===== src/rtl/udp_tx_pattern_gen_if.sv =====
// rtl/udp_tx_pattern_gen_if.sv - command, header and payload signals of the UDP TX pattern generator
interface udp_tx_pattern_gen_if #(
   parameter int DATA_W = 8
);
   localparam int BPB = DATA_W / 8;

   // command side
   logic              start;
   logic [3:0]        pattern;
   logic [15:0]       length;
   logic [31:0]       dst_ip;
   logic [15:0]       dst_port;
   logic [15:0]       src_port;

   // header handshake
   logic              hdr_valid;
   logic              hdr_ready;
   logic [31:0]       hdr_dst_ip;
   logic [15:0]       hdr_dst_port;
   logic [15:0]       hdr_src_port;
   logic [15:0]       hdr_data_length;
   logic [15:0]       hdr_checksum;

   // payload stream
   logic              tx_valid;
   logic              tx_ready;
   logic [DATA_W-1:0] tx_data;
   logic [BPB-1:0]    tx_keep;
   logic              tx_last;

   // status
   logic              busy;
   logic              err;
   logic              done;
   logic [15:0]       frame_cnt;

   // generator side: sources header and payload
   modport master (
      input  start, pattern, length, dst_ip, dst_port, src_port,
      input  hdr_ready, tx_ready,
      output hdr_valid, hdr_dst_ip, hdr_dst_port, hdr_src_port, hdr_data_length, hdr_checksum,
      output tx_valid, tx_data, tx_keep, tx_last,
      output busy, err, done, frame_cnt
   );

   // controlling / consuming side
   modport slave (
      output start, pattern, length, dst_ip, dst_port, src_port,
      output hdr_ready, tx_ready,
      input  hdr_valid, hdr_dst_ip, hdr_dst_port, hdr_src_port, hdr_data_length, hdr_checksum,
      input  tx_valid, tx_data, tx_keep, tx_last,
      input  busy, err, done, frame_cnt
   );
endinterface


===== src/rtl/udp_tx_pattern_gen.sv =====
// rtl/udp_tx_pattern_gen.sv - UDP TX header plus test-pattern payload generator
module udp_tx_pattern_gen #(
   parameter int         DATA_W    = 8,
   parameter int         MAX_LEN   = 1472,
   parameter logic [7:0] LFSR_SEED = 8'hFF
) (
   input  logic                 clk,
   input  logic                 rst_n,
   udp_tx_pattern_gen_if.master bus
);
   localparam int BPB = DATA_W / 8;

   typedef enum logic [1:0] {S_IDLE, S_HDR, S_DATA} state_t;

   state_t      state_q, state_d;
   logic [3:0]  pattern_q, pattern_d;
   logic [15:0] len_q, len_d;
   logic [31:0] ip_q, ip_d;
   logic [15:0] dport_q, dport_d;
   logic [15:0] sport_q, sport_d;
   logic [15:0] idx_q, idx_d;
   logic [7:0]  lfsr_q, lfsr_d;
   logic        err_q, err_d;
   logic        done_q, done_d;
   logic [15:0] frame_q, frame_d;

   logic [DATA_W-1:0] beat_data;
   logic [BPB-1:0]    beat_keep;
   logic              beat_last;
   logic [7:0]        lfsr_end;
   logic [7:0]        lfsr_walk;
   logic [15:0]       byte_idx;
   logic              bad_req;

   function automatic logic [7:0] lfsr_next(input logic [7:0] s);
      return {s[6:0], s[7] ^ s[5] ^ s[4] ^ s[3]};
   endfunction

   function automatic logic [7:0] pat_byte(input logic [3:0] p, input logic [15:0] i,
                                           input logic [7:0] s);
      case (p)
         4'd0:    return 8'h00;
         4'd1:    return 8'hFF;
         4'd2:    return {8{i[0]}};
         4'd3:    return {8{i[3]}};
         4'd4:    return i[7:0];
         4'd5:    return i[8] ? (8'hFF - i[7:0]) : i[7:0];
         4'd6:    return s;
         default: return 8'h00;
      endcase
   endfunction

   // Build the current beat; the LFSR is walked only across bytes that lie inside the frame
   always_comb begin
      beat_data = '0;
      beat_keep = '0;
      byte_idx  = '0;
      lfsr_walk = lfsr_q;
      for (int k = 0; k < BPB; k++) begin
         byte_idx = idx_q + 16'(k);
         if (byte_idx < len_q) begin
            beat_keep[k]        = 1'b1;
            beat_data[8*k +: 8] = pat_byte(pattern_q, byte_idx, lfsr_walk);
            lfsr_walk           = lfsr_next(lfsr_walk);
         end
      end
      lfsr_end  = lfsr_walk;
      beat_last = ({1'b0, idx_q} + 17'(BPB)) >= {1'b0, len_q};
   end

   assign bad_req = (bus.length == 16'd0) || (int'(bus.length) > MAX_LEN) || (bus.pattern > 4'd6);

   // Next-state: command acceptance, header handshake, beat advance and frame completion
   always_comb begin
      state_d   = state_q;
      pattern_d = pattern_q;
      len_d     = len_q;
      ip_d      = ip_q;
      dport_d   = dport_q;
      sport_d   = sport_q;
      idx_d     = idx_q;
      lfsr_d    = lfsr_q;
      frame_d   = frame_q;
      err_d     = 1'b0;
      done_d    = 1'b0;
      case (state_q)
         S_IDLE: begin
            if (bus.start) begin
               if (bad_req) begin
                  err_d = 1'b1;
               end else begin
                  pattern_d = bus.pattern;
                  len_d     = bus.length;
                  ip_d      = bus.dst_ip;
                  dport_d   = bus.dst_port;
                  sport_d   = bus.src_port;
                  idx_d     = '0;
                  lfsr_d    = LFSR_SEED;
                  state_d   = S_HDR;
               end
            end
         end
         S_HDR: begin
            if (bus.hdr_ready) state_d = S_DATA;
         end
         S_DATA: begin
            if (bus.tx_ready) begin
               idx_d  = idx_q + 16'(BPB);
               lfsr_d = lfsr_end;
               if (beat_last) begin
                  state_d = S_IDLE;
                  done_d  = 1'b1;
                  frame_d = frame_q + 16'd1;
               end
            end
         end
         default: state_d = S_IDLE;
      endcase
   end

   // State and datapath registers; reset aborts any frame in flight
   always_ff @(posedge clk or negedge rst_n) begin
      if (!rst_n) begin
         state_q   <= S_IDLE;
         pattern_q <= '0;
         len_q     <= '0;
         ip_q      <= '0;
         dport_q   <= '0;
         sport_q   <= '0;
         idx_q     <= '0;
         lfsr_q    <= LFSR_SEED;
         err_q     <= 1'b0;
         done_q    <= 1'b0;
         frame_q   <= '0;
      end else begin
         state_q   <= state_d;
         pattern_q <= pattern_d;
         len_q     <= len_d;
         ip_q      <= ip_d;
         dport_q   <= dport_d;
         sport_q   <= sport_d;
         idx_q     <= idx_d;
         lfsr_q    <= lfsr_d;
         err_q     <= err_d;
         done_q    <= done_d;
         frame_q   <= frame_d;
      end
   end

   assign bus.hdr_valid       = (state_q == S_HDR);
   assign bus.hdr_dst_ip      = ip_q;
   assign bus.hdr_dst_port    = dport_q;
   assign bus.hdr_src_port    = sport_q;
   assign bus.hdr_data_length = len_q;
   assign bus.hdr_checksum    = '0;
   assign bus.tx_valid        = (state_q == S_DATA);
   assign bus.tx_data         = bus.tx_valid ? beat_data : '0;
   assign bus.tx_keep         = bus.tx_valid ? beat_keep : '0;
   assign bus.tx_last         = bus.tx_valid & beat_last;
   assign bus.busy            = (state_q != S_IDLE);
   assign bus.err             = err_q;
   assign bus.done            = done_q;
   assign bus.frame_cnt       = frame_q;
endmodule


===== src/flat_wrapper.sv =====
// flat-port wrapper written by rule: the top's interface ports become plain ports
module udp_tx_pattern_gen_flat 
#(
   parameter int         DATA_W    = 8,
   parameter int         MAX_LEN   = 1472,
   parameter logic [7:0] LFSR_SEED = 8'hFF
)
  (clk, rst_n, bus_start, bus_pattern, bus_length, bus_dst_ip, bus_dst_port, bus_src_port, bus_hdr_ready, bus_tx_ready, bus_hdr_valid, bus_hdr_dst_ip, bus_hdr_dst_port, bus_hdr_src_port, bus_hdr_data_length, bus_hdr_checksum, bus_tx_valid, bus_tx_data, bus_tx_keep, bus_tx_last, bus_busy, bus_err, bus_done, bus_frame_cnt);
  udp_tx_pattern_gen_if #(.DATA_W(DATA_W)) bus_i ();
  input  logic clk;
  input  logic rst_n;
  input wire logic [$bits(bus_i.start)-1:0] bus_start;
  input wire logic [$bits(bus_i.pattern)-1:0] bus_pattern;
  input wire logic [$bits(bus_i.length)-1:0] bus_length;
  input wire logic [$bits(bus_i.dst_ip)-1:0] bus_dst_ip;
  input wire logic [$bits(bus_i.dst_port)-1:0] bus_dst_port;
  input wire logic [$bits(bus_i.src_port)-1:0] bus_src_port;
  input wire logic [$bits(bus_i.hdr_ready)-1:0] bus_hdr_ready;
  input wire logic [$bits(bus_i.tx_ready)-1:0] bus_tx_ready;
  output wire logic [$bits(bus_i.hdr_valid)-1:0] bus_hdr_valid;
  output wire logic [$bits(bus_i.hdr_dst_ip)-1:0] bus_hdr_dst_ip;
  output wire logic [$bits(bus_i.hdr_dst_port)-1:0] bus_hdr_dst_port;
  output wire logic [$bits(bus_i.hdr_src_port)-1:0] bus_hdr_src_port;
  output wire logic [$bits(bus_i.hdr_data_length)-1:0] bus_hdr_data_length;
  output wire logic [$bits(bus_i.hdr_checksum)-1:0] bus_hdr_checksum;
  output wire logic [$bits(bus_i.tx_valid)-1:0] bus_tx_valid;
  output wire logic [$bits(bus_i.tx_data)-1:0] bus_tx_data;
  output wire logic [$bits(bus_i.tx_keep)-1:0] bus_tx_keep;
  output wire logic [$bits(bus_i.tx_last)-1:0] bus_tx_last;
  output wire logic [$bits(bus_i.busy)-1:0] bus_busy;
  output wire logic [$bits(bus_i.err)-1:0] bus_err;
  output wire logic [$bits(bus_i.done)-1:0] bus_done;
  output wire logic [$bits(bus_i.frame_cnt)-1:0] bus_frame_cnt;
  assign bus_i.start = bus_start;
  assign bus_i.pattern = bus_pattern;
  assign bus_i.length = bus_length;
  assign bus_i.dst_ip = bus_dst_ip;
  assign bus_i.dst_port = bus_dst_port;
  assign bus_i.src_port = bus_src_port;
  assign bus_i.hdr_ready = bus_hdr_ready;
  assign bus_i.tx_ready = bus_tx_ready;
  assign bus_hdr_valid = bus_i.hdr_valid;
  assign bus_hdr_dst_ip = bus_i.hdr_dst_ip;
  assign bus_hdr_dst_port = bus_i.hdr_dst_port;
  assign bus_hdr_src_port = bus_i.hdr_src_port;
  assign bus_hdr_data_length = bus_i.hdr_data_length;
  assign bus_hdr_checksum = bus_i.hdr_checksum;
  assign bus_tx_valid = bus_i.tx_valid;
  assign bus_tx_data = bus_i.tx_data;
  assign bus_tx_keep = bus_i.tx_keep;
  assign bus_tx_last = bus_i.tx_last;
  assign bus_busy = bus_i.busy;
  assign bus_err = bus_i.err;
  assign bus_done = bus_i.done;
  assign bus_frame_cnt = bus_i.frame_cnt;
  udp_tx_pattern_gen #(.DATA_W(DATA_W), .MAX_LEN(MAX_LEN), .LFSR_SEED(LFSR_SEED)) u_core (.clk(clk), .rst_n(rst_n), .bus(bus_i));
endmodule

===== config.mk =====
export PLATFORM = sky130hd
export DESIGN_NAME = udp_tx_pattern_gen_flat
export DESIGN_NICKNAME = d
export VERILOG_FILES = /design/src/rtl/udp_tx_pattern_gen_if.sv /design/src/rtl/udp_tx_pattern_gen.sv /design/src/flat_wrapper.sv
export SDC_FILE = /design/constraint.sdc
export NUM_CORES = 1
export LEC_CHECK = 0
export BUFFER_PORTS_ARGS = -buffer_cell sky130_fd_sc_hd__clkbuf_2
export CAP_MARGIN = 20
export CORE_UTILIZATION = 30
export DETAILED_ROUTE_END_ITERATION = 6
export PLACE_DENSITY_LB_ADDON = 0.15
export SETUP_SLACK_MARGIN = 0.02
export SYNTH_ARGS = -nofsm -noshare
export SYNTH_HDL_FRONTEND = slang
export SYNTH_SLANG_ARGS = --single-unit
export TNS_END_PERCENT = 100

===== constraint.sdc =====
create_clock -name clk -period 6.75 [get_ports clk]
set_clock_uncertainty 0.05 [all_clocks]
set_input_delay 1.35 -clock clk [delete_from_list [all_inputs] [get_ports clk]]
set_output_delay 1.35 -clock clk [all_outputs]
set_load 0.02 [all_outputs]

==> Word-level counts from Yosys, hierarchy flattened <==
Cells that the tools add are included.
{ "op_classes": {"addsub": 4, "multipliers": 0, "div_mod_pow": 0, "order_cmp": 4, "eq_ne": 14, "n_shift": 0, "n_mux": 27, "bitwise_logic": 5, "n_reduce_logical": 11} }
{ "op_table": {"columns": ["cell", "n"], "rows": [
  ["two-way mux 8 bit", 7],
  ["two-way mux 16 bit", 3],
  ["one-hot mux 8 bit (6 select lines)", 1],
  ["adder 16 x 1 -> 16 bit (second input constant)", 2],
  ["one-hot mux 16 bit (2 select lines)", 1],
  ["adder 16 x 1 -> 17 bit (second input constant)", 1],
  [">= comparator 17 x 16 -> 1 bit", 1],
  ["> comparator 16 x 11 -> 1 bit (second input constant)", 1],
  ["zero test 16 bit", 1],
  ["less-than comparator 16 bit", 1],
  ["one-hot mux 8 bit (2 select lines)", 1],
  ["equality test 4 x 3 -> 1 bit (second input constant)", 3],
  ["inequality test 2 bit (second input constant)", 6],
  ["two-way mux 2 bit", 5],
  ["AND reduction 5 bit", 2],
  ["equality test 4 x 2 -> 1 bit (second input constant)", 2],
  ["two-way mux 1 bit", 8],
  ["subtractor 8 bit (first input constant)", 1],
  ["one-hot mux 2 bit (3 select lines)", 1],
  ["AND reduction 3 bit", 2],
  ["equality test 4 x 1 -> 1 bit (second input constant)", 1],
  ["> comparator 4 x 3 -> 1 bit (second input constant)", 1],
  ["AND reduction 4 bit", 1],
  ["nonzero test 2 bit", 2],
  ["other kinds (7)", 10]
]} }
{ "word_totals": {"ff_bits": 128, "latchBits": 0, "ram_bits": 0, "romBits": 0, "in_bits": 89, "output_inout_bits": 127, "word_cells": 76, "memories": 0} }

==> Longest topological paths before layout <==
Gate-level depths: netlist of run 1.
{ "depth": {"ltp_word": 6, "depth_mapped": 14, "ltp_nobuf": 12} }

==> Worst setup path after synthesis of run 1 <==
Ideal clock, no wire load.
{ "synth_timing": {"path_kind": "reg2out", "start": "reg u_core.idx_q[0]", "end": "out bus_tx_last", "arrival_ns": 2.812, "required_ns": 5.350, "slack_ns": 2.538, "stages_incl_launch_ff": 12, "path_buffers": 0, "cell_sequence": "dfrtp_1 > ha_1 > nand4_1 > nor3_1 > nand3_1 > xnor2_1 > ha_1 > nand3_1 > o221ai_1 > nor3_1 > o41a_1 > nor2b_1"} }
{ "synth_between": {"elab_chain_cells": 3} }
{ "synth_lines": {"columns": ["element", "line_no", "source"], "rows": [
  ["start: declaration", "udp_tx_pattern_gen.sv:21", "logic [15:0] idx_q, idx_d;"],
  ["start signal: assignment", "udp_tx_pattern_gen.sv:142", "idx_q <= idx_d;"],
  ["adder 16 x 1 -> 17 bit", "udp_tx_pattern_gen.sv:68", "beat_last = ({1'b0, idx_q} + 17'(BPB)) >= {1'b0, len_q};"],
  [">= comparator 17 x 16 -> 1 bit", "udp_tx_pattern_gen.sv:68", null],
  ["AND 1 bit", "udp_tx_pattern_gen.sv:159", "assign bus.tx_last = bus.tx_valid & beat_last;"],
  ["end: declaration", "flat_wrapper.sv:29", "output wire logic [$bits(bus_i.tx_last)-1:0] bus_tx_last;"]
]} }
No other way between the ends.

==> Worst setup path after layout of run 1 <==
Same ends and word-level chain as after synthesis.

==> results.md, run 1 <==
- Worst-Skew Late Latency: 0.42 ns
- DR pass1 iterations: 4
- Initial core utilization: 0.306
- Routed WL: 16800 um
- Async SR Flop Fraction: 1.00
- Leakage power: 0.00428 uW
- Final hold violations: 0
- Mapped Cells: between 500 and 600
- Clock network fraction of total power: 0.410
- Avg Cell Area, Syn: approximately 11 um2
- Die height: 149 um
- H-tree levels: 4
- DRC errors left: 0
- Reg2reg start: u_core.idx_q[0]$_DFFE_PN0P_
- Vias in the first global route: roughly 5000
- Synth top area share: 0.465
- Sw Share: 0.302
- Logic pwr share: 0.187
- WP data required: ~5.4 ns
- Arr. time, crit path: around 4 ns
- Setup crit start kind: register
- RSZ-0062 raised after global routing: false
- Routability congestion estimate: slightly above 0.8
- Number of antenna violations at the first check in global routing: 0
- Final #Nets: 882
- CP Class: register to output pin
- Layout cell share with drive strength beyond 1: 0.419
- Routed len/inst: 16.0 um
- Reg power frac: 0.403
- Total chip power: 2370 uW
- Worst VDD drop: 184 uV
- Synthesized area: 6460 um2
- I/O pins: 216
- Status: complete, no violations
- Psw: 717 uW
- Final Hold Slack: 0.424 ns
- ANT nets after route: 0
- Largest cells by area after synthesis: dfrtp_1 (46%), mux2_2 (12%), ha_1 (6.8%)
- Vias: 4905
- Number of DRC markers in iteration 0: roughly 210
- IO Port Bufs: 199
- Tmin final: 5.34 ns
- Dpl hpwl: 12600 um
- Crit path launch: u_core.idx_q[0]$_DFFE_PN0P_
- Slew Limit Fails: 0
- EDFF count, synth: 0
- Fill cells: 2102
- CTS tree: yes
- Gr ovfl total: 0
- # diodes: 0
- Cell Rows: 53
- Final number of setup-violating endpoints: 0
- Hold path startpoint: u_core.bus.frame_cnt[15]$_DFFE_PN0P_
- Root buf cell: clkbuf_16
- Slew margin rel.: 0.416
- Max Fclk: about 190 MHz
- Cell variety after synth: 56
- Die area: 22100 um2
- Sequential share of the synthesized area: 0.497
- FF+latch area: about 3200 um2
- Number of CTS-inserted buffers: 17
- Clock slew at reported path FFs: 0.06 ns
- Hold crit path type: register to register
- Internal power: 1660 uW
- Largest net degree at the start of global routing: 68
- First-pass GRT wire length: 27000 um
- DIE WIDTH: 149 um
- GRT Overall Usage: 0.159
- Primary FF master, synth: dfrtp_1
- Critical Path Max Stage Delay: 0.54 ns
- CTS Sinks: 128
- Post-CTS sizing: 0
- Largest area contributor in the netlist: dfrtp_1
- Clock buffer depth: 2
- Cts-stage hold buffer count: 0
- Worst path slowest cell: nor3_1
- Post-CTS Setup Bufs: 0
- Synth Register Bits: 128
- Routed vias/inst: 4.69
- Post-Route Setup TNS: 0 ns
- Pwr/cell area: ~290 nW/um2
- Tightest Pin Transition: 0.874 ns
- Synth-to-Final Area Change: 27.7%
- CP endpoint kind: output pin
- Yosys warning count: 0
- Worst-path fanout max: 9
- Core area: 21100 um2
- Multi-input gate area: between 2000 and 3000 um2
- Crit share post-route: 0.791
- Crit-path cells: ha_1, nand4_1, nor3_1, nand3_1, xnor2_1, ha_1, nand3_1, o221ai_1, nor3_1, o41a_1, nor2b_1, clkbuf_2
- Max-capacitance violation count: 0
-- registers in the layout, summed over array words and instances (netlist names) --
signal and flops:
u_core.bus.hdr_dst_port 16, u_core.bus.frame_cnt 16, u_core.bus.hdr_data_length 16, u_core.bus.err 1, u_core.pattern_q 4, u_core.idx_q 16
u_core.bus.hdr_src_port 16, u_core.bus.done 1, u_core.bus.hdr_dst_ip 32, u_core.state_q 2, u_core.lfsr_q 8
-- cells in the mapped netlist (all sizes together) (8+ instances only) --
cell type	count
nand2	33
a21oi	25
xnor2	28
mux2	69
inv	24
dfstp	8
buf	32
dfrtp	120
o21ai	28
o22a	8
clkbuf	9
nand3	20
ha	35
xor2	11
nor2	20
nand4	14
-- worst max-delay path: cells and delay by family (launching register included) --
kind                       cells  cell delay [ns]
AOI/OAI and AO/OA              2             0.55
xor gates and xnor gates       1             0.22
and+or+nand+nor                6             1.48
DFF                            1             0.50
adders and majority gates      2             0.59
buffers and inverters          1             0.17
-- logic make-up after synthesis --
family / share of synthesized area
muxes: 0.122
xor gates and xnor gates: 0.0529
DFF: 0.497
AOI/OAI and AO/OA: 0.0969
buffers and inverters: 0.0537
other: 0.000581
and+or+nand+nor: 0.109
adders and majority gates: 0.0678
-- through the flow --
| stage | instances | setup WS [ns] | util | area (um2) |
|---|---|---|---|---|
| global route | 1046 | 1.09 | 0.391 | 8250 |
| global placement | 1013 | 1.99 | 0.362 | 7620 |
| CTS | 1045 | 1.36 | 0.391 | 8240 |
| detailed placement | 1013 | 1.82 | 0.362 | 7620 |
| finish | 1046 | 1.41 | 0.391 | 8250 |
| floorplan | 577 | 2.54 | - | 6520 |
-- layout by cell type (no fill, tap or decap), types with 11 or more instances in the layout --
cell	Yosys	routed
inv_1	24	24
nand4_1	11	11
conb_1	1	16
xnor2_1	28	28
dfrtp_1	120	120
o21ai_0	27	27
nor2_1	20	20
clkbuf_16	0	17
mux2_2	69	69
a21oi_1	24	24
nand3_1	20	20
clkbuf_2	0	198
nand2_1	32	32
ha_1	35	35
xor2_1	11	11
-- per-layer routing --
metal / GRT usage / vias up / wire length, um
li1: - / 2368 / -
met4: 0.0515 / 0 / 185
met3: 0.0595 / 13 / 1350
met2: 0.244 / 173 / 7680
met1: 0.207 / 2351 / 7550
met5: 0 / - / 0
-- cell type report --
| type | count | share of cell area |
|---|---|---|
| Sequential cell | 128 | 0.390 |
| Multi-Input combinational cell | 384 | 0.358 |
| Timing Repair Buffer | 203 | 0.124 |
| Clock buffer | 19 | 0.0537 |
| Tap cell | 275 | 0.0417 |
| Clock inverter | 13 | 0.0212 |
| Inverter | 24 | 0.0109 |
-- power groups by stage --
| stage | Clock [uW] | Sequential, uW | Combinational (uW) |
|---|---|---|---|
| 4_1_cts | 996 | 957 | 453 |
| 3_3_place_gp | 0 | 964 | 447 |
| 6_report | 972 | 956 | 445 |
| 2_1_floorplan | 0 | 1020 | 230 |
| 3_5_place_dp | 0 | 969 | 452 |
| 5_1_grt | 1030 | 972 | 494 |
-- path summary, 6_finish.rpt --
path                                                               to  slack (ns)  cells past startpoint
max                                                       bus_tx_last        1.41                     12
min                              u_core.bus.frame_cnt[15]$_DFFE_PN0P_        0.42                      1
max reg2reg                       u_core.bus.frame_cnt[1]$_DFFE_PN0P_        2.78                     10
min reg2reg                      u_core.bus.frame_cnt[15]$_DFFE_PN0P_        0.42                      1
max in group asynchronous       u_core.bus.hdr_dst_ip[15]$_DFFE_PN0P_        4.33                      2
min in group asynchronous  u_core.bus.hdr_data_length[12]$_DFFE_PN0P_        0.96                      1
No activity file was read; power rests on OpenSTA's default activity.
==> run 2, diff against run 1 <==
==> constraint.sdc (replaced) <==
create_clock -name clk -period 4.29 [get_ports clk]
set_clock_uncertainty 0.05 [all_clocks]
set_input_delay 0.858 -clock clk [delete_from_list [all_inputs] [get_ports clk]]
set_output_delay 0.858 -clock clk [all_outputs]
set_load 0.02 [all_outputs]
==> run 2 against run 1 <==
Clock power increased by 53%. Largest power group is now registers. Utilization grew 0.73 points. Hold slack lost 0.012 ns. Non-clock buffer count increased by 11. Critical path type unchanged.
==> results.md, run 2 (synthesis results as in run 1) <==
- Hold crit path type: register to register
- Initial core utilization: 0.306
- Tightest Pin Transition: 0.946 ns
- Die area: approximately 22000 um2
- Layout cell share with drive strength beyond 1: 0.444
- Routability congestion estimate: 0.787
- Commonest non-fill, non-tap cell in the layout: clkbuf_2
- Setup crit start kind: register
- Arr. time, crit path: 3.20 ns
- Crit share post-route: 0.958
- Clock slew at reported path FFs: 0.06 ns
- CP endpoint kind: output pin
- Slew Limit Fails: 0
- I/O pins: 216
- Vias: 5035
- Die height: 149 um
- Worst path slowest cell: dfrtp_2
- WP data required: 3.38 ns
- Number of CTS-inserted buffers: 17
- Commonest non-fill, non-tap cells in the layout: clkbuf_2 (198), dfrtp_1 (117), mux2_2 (69), ha_1 (34), nand2_1 (32)
- CTS Sinks: 128
- Final hold violations: 0
- Root buf cell: clkbuf_16
- Routed vias/inst: 4.76
- Total chip power: roughly 3700 uW
- Status: complete, no violations
- ANT nets after route: 0
- Core area: 21100 um2
- Routed len/inst: 16.6 um
- Tmin final: between 4 and 5 ns
- Pwr/cell area: approximately 440 nW/um2
- DR pass1 iterations: 4
- Final #Nets: 893
- CTS tree: yes
- CP Class: register to output pin
- Final number of setup-violating endpoints: 0
- First-pass GRT wire length: 27800 um
- Critical Path Max Stage Delay: about 0.43 ns
- Post-Route Setup TNS: 0 ns
- Leakage power: 0.00436 uW
- Max Fclk: 243 MHz
- H-tree levels: 4
- Reg2reg start: u_core.idx_q[2]$_DFFE_PN0P_
- Core Util, Final: 0.398
- Crit path launch: u_core.idx_q[0]$_DFFE_PN0P_
- Clock buffer depth: 2
- IO Port Bufs: 199
- Synth-to-Final Area Change: 30.1%
- Worst-Skew Late Latency: 0.42 ns
- R2R depth: 10
- Number of DRC markers in iteration 0: 146
- Worst VDD drop: 276 uV
- Gr ovfl total: 0
- Vias in the first global route: 5215
- Hold path startpoint: u_core.bus.frame_cnt[15]$_DFFE_PN0P_
- DRC errors left: 0
- Max-capacitance violation count: 0
- Largest register FFs: 32
- Worst-path fanout max: 7
- Hold path depth: 1
- Cell Rows: 53
- Slew margin rel.: 0.368
- Routed WL: 17500 um
- Number of antenna violations at the first check in global routing: 0
- # diodes: 0
- Dpl hpwl: 12900 um
- Crit-path cells: ha_2, nand4_1, buf_4, nor3_4, nand3_1, xnor2_2, ha_1, a21oi_1, o221ai_2, nor3_2, o41a_1, nor2b_2, clkbuf_2
- Final Hold Slack: 0.412 ns
- DIE WIDTH: 149 um
- Largest net degree at the start of global routing: 70
- GRT Overall Usage: 0.164
-- run 2: stage by stage --
step                      std cells  setup slack, ns  instance area (um2)
after floorplan                 577            0.570                 6520
after global placement         1018            0.344                 7690
after detailed placement       1018            0.193                 7690
after CTS                      1052           0.0550                 8320
after global routing           1057          -0.0438                 8400
final                          1057            0.180                 8400
-- run 2: final timing paths --
| path | slack [ns] | end |
|---|---|---|
| max in group asynchronous | 2.85 | u_core.bus.hdr_dst_ip[22]$_DFFE_PN0P_ |
| min in group asynchronous | 0.49 | u_core.bus.hdr_data_length[12]$_DFFE_PN0P_ |
| worst min register to register | 0.41 | u_core.bus.frame_cnt[15]$_DFFE_PN0P_ |
| worst min-delay path | 0.41 | u_core.bus.frame_cnt[15]$_DFFE_PN0P_ |
| worst max-delay path | 0.18 | bus_tx_last |
| worst max register to register | 0.72 | u_core.bus.frame_cnt[1]$_DFFE_PN0P_ |
-- run 2: what timing repair did --
action | CTS | global route
buffers inserted | 2 | 5
pin swaps | 2 | 1
hold buffers | 0 | 0
gates resized for setup | 9 | 8
gates cloned | 0 | 0
endpoints found under the setup margin | 1 | 1
-- run 2: area by class of cell --
cell class	count	area (um2)
multi-input combinational	384	3020
tap	275	344
clock buffer	20	447
inverter	24	90.1
sequential	128	3220
timing repair buffer	214	1140
fill	2100	12700
clock inverter	12	146
-- run 2: routing by layer --
metal  vias up  global-route usage  wire [um]
li1       2392                   -          -
met1      2449               0.212       7810
met2       178               0.251       8000
met3        16              0.0638       1510
met4         0              0.0505        226
met5         -                   0          0
-- run 2: critical path, delay by kind of cell (launching register included) --
family | cells | cell delay (ns)
XOR/XNOR | 1 | 0.17
adder cells (fa/ha/maj) | 2 | 0.56
AO/OA/AOI/OAI | 3 | 0.60
flip-flops | 1 | 0.43
buffers and inverters | 2 | 0.33
AND/OR/NAND/NOR | 5 | 0.69
-- run 2: report_power, final --
part / leakage, uW / internal, uW / switching, uW
Sequential: 0.00166 / 1380 / 121
Combinational: 0.00240 / 308 / 430
Clock: 0.000293 / 888 / 602
Total: 0.00436 / 2580 / 1150
==> run 3, diff against run 2 <==
--- a/config.mk
+++ b/config.mk
@@ -5,9 +5,10 @@
 export SDC_FILE = /design/constraint.sdc
 export NUM_CORES = 1
 export LEC_CHECK = 0
+export ABC_CLOCK_PERIOD_IN_PS = 4290
 export BUFFER_PORTS_ARGS = -buffer_cell sky130_fd_sc_hd__clkbuf_2
 export CAP_MARGIN = 20
-export CORE_UTILIZATION = 30
+export CORE_UTILIZATION = 46
 export DETAILED_ROUTE_END_ITERATION = 6
 export PLACE_DENSITY_LB_ADDON = 0.15
 export SETUP_SLACK_MARGIN = 0.02
==> run 3 against run 2 <==
Register-to-register slack improved by 0.09 ns. Utilization increased by 21 points. Total power decreased by 2.9%. Count of clock-buffer cells in the layout increased by 3. Combinational power about the same. Via count increased by 0.64%. Flip-flop and latch count unchanged. Maximum frequency increased by 0.38%. Design area decreased by 2.6%. First-iteration DRC count increased by 100%.
==> results.md, run 3 (synthesis results as in run 1) <==
- CTS tree: yes
- Final hold violations: 0
- R2R depth: 9
- DR top layer: met4
- Die height: 120 um
- Number of CTS-inserted buffers: 17
- Met2 WL: 7840 um
- Slew margin rel.: 0.440
- Routability congestion estimate: 0.877
- Pwr/cell area: 443 nW/um2
- # diodes: 0
- Final number of setup-violating endpoints: 0
- Clock buffer depth: 2
- Die area: ~15000 um2
- CTS Sinks: approximately 130
- Commonest non-fill, non-tap cell in the layout: clkbuf_2
- PnR worst setup slack: 0.195 ns
- Met3 WL: 1380 um
- Critical Path Max Stage Delay: 0.45 ns
- Final #Nets: 889
- Clock slew at reported path FFs: 0.06 ns
- Crit-path cells: ha_4, nand4_1, buf_4, nor3_2, buf_4, xor2_1, ha_1, a21oi_2, o221ai_1, nor3_2, o41a_1, nor2b_1, clkbuf_2
- Worst VDD drop: 311 uV
- Worst path slowest cell: dfrtp_2
- Tmin final: 4.09 ns
- Arr. time, crit path: approximately 3.2 ns
- Final Instance Area: 8180 um2
- CP Class: register to output pin
- Largest register FFs: 32
- Core area: 13500 um2
- Metal-1 WL: approximately 6600 um
- Status: complete, no violations
- IO Port Bufs: 199
- Fill cells: between 1000 and 1500
- Cts-stage hold buffer count: 0
- Cell Rows: 42
- Max-capacitance violation count: 0
- Setup slack, reg-to-reg: 0.81 ns
- Leakage power: between 0.004 and 0.005 uW
- Number of DRC markers in iteration 0: 292
- Tightest Pin Transition: around 0.84 ns
- Total chip power: 3630 uW
- DR pass1 iterations: 4
- Logic pwr share: 0.203
- Crit share post-route: 0.955
- GRT Overall Usage: 0.235
- Initial core utilization: 0.480
- Largest net degree at the start of global routing: 70
- Sw Share: 0.291
- Worst-Skew Late Latency: 0.42 ns
- Hold path depth: 1
- Vias: 5067
- Dpl hpwl: 11800 um
- Post-Route Setup TNS: 0 ns
- WP data required: ~3.4 ns
- CP endpoint kind: output pin
- Internal power: 2570 uW
- Routed WL: 16100 um
- Synth-to-Final Area Change: 26.6%
- Hold crit path type: register to register
- Number of antenna violations at the first check in global routing: 0
- Psw: ~1100 uW
- Pre-CTS setup slack: 0.310 ns
- Commonest non-fill, non-tap cells in the layout: clkbuf_2 (198), dfrtp_1 (116), mux2_2 (69), ha_1 (34), nand2_1 (32)
- Routed len/inst: 16.9 um
- Core Util, Final: 0.608
- Layout cell share with drive strength beyond 1: 0.434
- Reg power frac: 0.416
- Slew Limit Fails: 0
- Root buf cell: clkbuf_16
- Gr ovfl total: 0
- Placed cell area: 7530 um2
- ANT nets after route: 0
- DRC errors left: 0
- Worst-path fanout max: 7
- I/O pins: 216
- Routed vias/inst: around 5.3
- Setup crit start kind: register
- DIE WIDTH: 120 um
- Vias in the first global route: 5223
- Max Fclk: about 240 MHz
- First-pass GRT wire length: 26000 um
- Clock network fraction of total power: 0.380
- H-tree levels: 4
## run 3: cell count changes in the layout (fill, tap and decap cells not counted), sizes merged
cell / previous run / this run
clkinv: 3 / 2
inv: 31 / 24
buf: 16 / 12
clkbuf: 218 / 221
clkinvlp: 0 / 2
## run 3: power by group through the flow
stage | Combinational, uW | Clock [uW] | Sequential [uW]
after detailed placement | 703 | 0 | 1520
after floorplan | 362 | 0 | 1600
after global routing | 813 | 1460 | 1530
after CTS | 708 | 1390 | 1510
after global placement | 689 | 0 | 1510
final | 737 | 1380 | 1510
## run 3: worst paths after layout
path / startpoint / endpoint
setup / recovery: u_core.idx_q[0]$_DFFE_PN0P_ / bus_tx_last
hold / removal: u_core.bus.frame_cnt[15]$_DFFE_PN0P_ / u_core.bus.frame_cnt[15]$_DFFE_PN0P_
setup reg to reg: u_core.idx_q[0]$_DFFE_PN0P_ / u_core.bus.frame_cnt[1]$_DFFE_PN0P_
hold reg to reg: u_core.bus.frame_cnt[15]$_DFFE_PN0P_ / u_core.bus.frame_cnt[15]$_DFFE_PN0P_
max in group asynchronous: rst_n / u_core.bus.hdr_dst_ip[16]$_DFFE_PN0P_
min in group asynchronous: rst_n / u_core.bus.hdr_data_length[14]$_DFFE_PN0P_
## run 3: metal layers
| layer | up-vias | GRT usage |
|---|---|---|
| met5 | - | 0 |
| met1 | 2467 | 0.290 |
| met2 | 202 | 0.377 |
| met3 | 16 | 0.0967 |
| met4 | 0 | 0.0687 |
| li1 | 2382 | - |
## run 3: timing repair
item                                    in CTS  in global routing
endpoints found under the setup margin       1                  1
gates resized for setup                      6                  9
pin swaps                                    0                  2
setup buffers                                0                  5
## run 3: cell type report
cell class              instances  area, um2  share of cell area
clock inverters                 6       85.1              0.0104
multi-input cells             384       3010               0.368
repair buffers                210       1090               0.133
clock buffers                  23        468              0.0572
flip-flops and latches        128       3220               0.393
inverters                      24       90.1              0.0110
well taps                     176        220              0.0269
## run 3: worst max-delay path: cells and delay by family (launching register included)
kind,cells,cell delay [ns]
DFF,1,0.45
xor gates and xnor gates,1,0.21
AOI/OAI and AO/OA,3,0.56
and+or+nand+nor,4,0.56
adders and majority gates,2,0.50
buffers and inverters,3,0.49
## run 3: through the flow
stage	hold WS, ns	instances
2_1_floorplan	0.454	577
3_3_place_gp	0.407	916
3_5_place_dp	0.432	916
4_1_cts	0.441	945
5_1_grt	0.457	951
6_report	0.429	951
